File: src/rtl/booth_mul_arbiter.sv
// Radix-2 Booth multiplier shared by two round-robin arbitrated requesters, one iteration per clock.
// Optional op_count/busy_cycles statistics ports are built only when BOOTH_ARB_STATS_EN is defined.
module booth_mul_arbiter #(
  parameter int WIDTH = 4
) (
  input  logic                 clk,
  input  logic                 rst_n,
  input  logic [1:0]           req_valid,
  output logic [1:0]           req_ready,
  input  logic [WIDTH-1:0]     req0_m,
  input  logic [WIDTH-1:0]     req0_r,
  input  logic [WIDTH-1:0]     req1_m,
  input  logic [WIDTH-1:0]     req1_r,
  output logic                 rsp_valid,
  input  logic                 rsp_ready,
  output logic                 rsp_id,
  output logic [2*WIDTH-1:0]   rsp_product
`ifdef BOOTH_ARB_STATS_EN
  ,
  output logic [15:0]          op_count,
  output logic [15:0]          busy_cycles
`endif
);

  localparam int PW = 2*WIDTH + 2;
  localparam int CW = $clog2(WIDTH);

  typedef enum logic [1:0] {IDLE, BUSY, DONE} state_t;

  state_t                  state;
  logic [CW-1:0]           cnt;
  logic                    last_g;
  logic [1:0]              grant;
  logic                    load;
  logic                    id_p0;
  logic signed [WIDTH:0]   a_p0;
  logic signed [PW-1:0]    acc_p0;

  // One Booth iteration: add/subtract the widened multiplicand into the high part, then shift.
  function automatic logic signed [PW-1:0] booth_step(input logic signed [PW-1:0] p,
                                                       input logic signed [WIDTH:0] a);
    logic signed [WIDTH:0]  hi;
    logic signed [PW-1:0]   sum;
    hi = p[PW-1:WIDTH+1];
    case (p[1:0])
      2'b10:   hi = hi - a;
      2'b01:   hi = hi + a;
      default: hi = hi;
    endcase
    sum = {hi, p[WIDTH:0]};
    return sum >>> 1;
  endfunction

  always_comb begin
    grant = 2'b00;
    case (req_valid)
      2'b01:   grant = 2'b01;
      2'b10:   grant = 2'b10;
      2'b11:   grant = last_g ? 2'b01 : 2'b10;
      default: grant = 2'b00;
    endcase
  end

  assign req_ready   = (rst_n && state == IDLE) ? grant : 2'b00;
  assign load        = |req_ready;
  assign rsp_valid   = rst_n && (state == DONE);
  assign rsp_id      = rsp_valid ? id_p0 : 1'b0;
  assign rsp_product = rsp_valid ? acc_p0[2*WIDTH:1] : '0;

  // Control: FSM, iteration counter and last-grant pointer
  always_ff @(posedge clk) begin
    if (!rst_n) begin
      state  <= IDLE;
      cnt    <= '0;
      last_g <= 1'b1;
    end else begin
      case (state)
        IDLE: if (load) begin
          state  <= BUSY;
          cnt    <= '0;
          last_g <= grant[1];
        end
        BUSY: begin
          cnt <= cnt + 1'b1;
          if (cnt == CW'(WIDTH-1)) state <= DONE;
        end
        DONE: if (rsp_ready) state <= IDLE;
        default: state <= IDLE;
      endcase
    end
  end

  // Datapath: operand capture on accept, then one Booth step per BUSY cycle
  always_ff @(posedge clk) begin
    if (load) begin
      id_p0  <= grant[1];
      a_p0   <= grant[1] ? {req1_m[WIDTH-1], req1_m} : {req0_m[WIDTH-1], req0_m};
      acc_p0 <= {{(WIDTH+1){1'b0}}, (grant[1] ? req1_r : req0_r), 1'b0};
    end else if (state == BUSY) begin
      acc_p0 <= booth_step(acc_p0, a_p0);
    end
  end

`ifdef BOOTH_ARB_STATS_EN
  always_ff @(posedge clk) begin
    if (!rst_n) begin
      op_count    <= '0;
      busy_cycles <= '0;
    end else begin
      if (rsp_valid && rsp_ready) op_count <= op_count + 16'd1;
      if (state != IDLE) busy_cycles <= busy_cycles + 16'd1;
    end
  end
`endif

endmodule

File: config.mk
export PLATFORM = sky130hd
export DESIGN_NAME = booth_mul_arbiter
export DESIGN_NICKNAME = d
export VERILOG_FILES = /design/src/rtl/booth_mul_arbiter.sv
export SDC_FILE = /design/constraint.sdc
export NUM_CORES = 1
export LEC_CHECK = 0
export CAP_MARGIN = 5
export CELL_PAD_IN_SITES_DETAIL_PLACEMENT = 1
export CELL_PAD_IN_SITES_GLOBAL_PLACEMENT = 2
export CORE_UTILIZATION = 32
export CTS_BUF_LIST = sky130_fd_sc_hd__clkbuf_8
export DETAILED_ROUTE_END_ITERATION = 8
export GPL_ROUTABILITY_DRIVEN = 0
export PLACE_DENSITY_LB_ADDON = 0.1
export SKIP_LAST_GASP = 1
export SLEW_MARGIN = 10
export SYNTH_ARGS = -nofsm -noshare
export SYNTH_HDL_FRONTEND = slang
export SYNTH_SLANG_ARGS = --single-unit
File: constraint.sdc
create_clock -name clk -period 4.2 [get_ports clk]
set_input_delay 0.84 -clock clk [delete_from_list [all_inputs] [get_ports clk]]
set_output_delay 0.84 -clock clk [all_outputs]
set_load 0.02 [all_outputs]
==> results.json <==
{
  "holdBufCountCts": 0,
  "grt_pass1_wl_um": 4664,
  "finalMaxSlewViolations": 0,
  "min_period_over_period_pct": 89.97,
  "area_growth_pct": 34.64,
  "initial_core_util_pct": 34.42,
  "layout_common_cells": "clkdlybuf4s50_1 (32), and2_1 (11), o21ai_0 (10), dfxtp_1 (10), edfxtp_1 (9)",
  "stdcell_count": 196,
  "arrival_ns": 2.94,
  "wirelength_um": 2691,
  "worst_pin_slew_ns": 0.6234,
  "whs_ns": 0.4884,
  "clkLatencyLatePin_ns": 0.26,
  "die_y_um": 62.85,
  "synth.distinct_cells": 34,
  "crit_required_ns": 3.36,
  "post_cts_buffers": 0,
  "timing.final.crit_period_ns": 3.779,
  "grt-ovfl-total": 0,
  "path_max_fanout": 9,
  "yosysWarningCount": 0,
  "syn_inst": 117,
  "timing.fmax_mhz": 264.6,
  "drc": 0,
  "drtIter0Drc": 11,
  "ir_drop_mv": 0.1928,
  "numCtsBuffers": 3,
  "antenna_found_initial": 0,
  "dp_hpwl_um": 2121,
  "clock_path_buffers": 2,
  "cts_tree": "built",
  "cp_slowest_cell": "clkdlybuf4s50_1",
  "p_per_area_nw_per_um2": 365.3,
  "die_area_sq_um": 3950,
  "ys_seq_area_share_pct": 39.70,
  "critPathCaptureType": "output port",
  "track_usage_pct": 15.12,
  "syn_area_per_cell_sq_um": 10.13,
  "crit_path_frequent_cell": "clkdlybuf4s50_1",
  "rsz0062_at_grt": "no",
  "slew-limit-headroom_pct": 58.29,
  "dpl.cell_count": 192,
  "cts_root_buf": "clkbuf_8",
  "final_common_cell": "clkdlybuf4s50_1",
  "ant_nets": 0,
  "synth_nets": 147,
  "synth_area_sq_um": 1185,
  "crit_type": "input pin to output port",
  "drive_gt1_share_pct": 10.00,
  "min_path_type": "flop to flop",
  "pin_count": 33,
  "fin_setup_tns_ns": 0,
  "synth_seq_cells": 19,
  "postCtsResizedCells": 0,
  "num_rows": 21,
  "finalWorstSetupSlack_ns": 0.4211,
  "max_stage_delay_ns": 0.64,
  "crit_path_start_kind": "input pin",
  "chipWidth_um": 62.85,
  "dr_total_vias": 973,
  "finClkSkew_ns": 0.004449,
  "drt_pass1_iterations": 4,
  "core_sq_um": 3442,
  "grt_max_degree": 17,
  "wl_per_cell_um": 13.73,
  "n_antenna_cell": 0,
  "dpl_worst_slack_ns": 0.4167,
  "htree_levels": 1,
  "grt_pass1_vias": 1023,
  "path_cells": "clkdlybuf4s50_1, nand2_1, nor2_1, and2_1, clkdlybuf4s50_1",
  "maxCapViolations": 0,
  "run_status": "finished, final reports clean",
  "io_buffers": 32,
  "leakagePower_nw": 0.6297,
  "nets": 181,
  "cts.sinks": 19,
  "synth_top_area_cell": "edfxtp_1",
  "setup_viol": 0,
  "synth_top_cell_area_share_pct": 22.81,
  "via_per_inst": 4.964,
  "clkTransAtPathRegs_ns": 0.08,
  "hold_violations": 0,
  "synth.area.top_cells": "edfxtp_1 (23%), dfxtp_1 (17%), ha_1 (8.4%), mux2i_1 (5.9%), and2_1 (5.8%)"
}
[area by class of cell]
cell class                 count  area, sq um
fill                         408         1847
sequential                    19        470.5
multi-input combinational     90        681.9
clock buffer                   3        41.29
tap                           46        57.56
inverter                       5        18.77
clock inverter                 1        5.005
timing repair buffer          32        320.3
[worst max-delay path, delay by kind of cell]
family | cells | cell delay (ns)
buffers and inverters | 2 | 1.24
and+or+nand+nor | 3 | 0.84
[worst paths after layout]
path,from,endpoint,slack (ns),cells past startpoint
hold reg to reg,acc_p0[0],acc_p0[0],0.49,2
setup reg to reg,acc_p0[1],acc_p0[8],1.72,9
setup / recovery,rst_n,rsp_id,0.42,5
hold / removal,acc_p0[0],acc_p0[0],0.49,2
[synth_stat cells]
master	n
nand2b_4	1
o22ai_1	1
o311ai_1	1
clkbuf_1	1
inv_1	5
nor3_1	2
a21oi_1	4
mux2i_1	7
xor2_1	3
and3_1	2
o211ai_2	1
clkbuf_2	1
nand2b_1	1
nand2_1	7
a21oi_2	1
a21boi_0	1
nor3b_1	1
xnor2_1	2
o21ai_0	10
nor2b_1	2
a21o_1	1
a21oi_4	2
fa_1	1
nor2_1	5
dfxtp_1	10
ha_1	8
edfxtp_1	9
nand3_1	7
mux2_2	5
and2_1	11
nor2_2	1
o2111a_1	1
o41ai_1	1
buf_2	1
[power by group]
group	switching [mW]	total, mW	internal [mW]	leakage [nW]
clock	0.0644	0.130	0.0661	0.0255
combinational	0.0982	0.198	0.100	0.434
sequential	0.0284	0.254	0.225	0.170
[metal layers]
layer / GRT usage [%] / share of wire (%)
met3: 2.737 / 3.6
met4: 4.360 / 0.93
met5: 0 / 0
met1: 18.14 / 45
met2: 27.17 / 50
[kinds of logic after synthesis]
logic type | share of synthesized area, %
compound gates | 14.68
xor+xnor | 3.697
fa+ha+maj | 10.14
buf+inv | 2.745
flops | 39.70
mux | 10.67
simple gates | 18.37
[flip-flops by register name (all words and copies together), names as in the netlist]
register  count
state         2
last_g        1
id_p0         1
acc_p0        9
a_p0          4
cnt           2
[through the flow]
step | area, sq um | power, mW | util (%)
3_3_place_gp | 1549 | 0.4494 | 45.00
5_1_grt | 1595 | 0.6258 | 46.35
3_5_place_dp | 1549 | 0.4590 | 45.00
6_report | 1595 | 0.5827 | 46.35
2_1_floorplan | 1185 | 0.3951 | -
4_1_cts | 1595 | 0.5910 | 46.35
(Power assumes the default switching activity.)
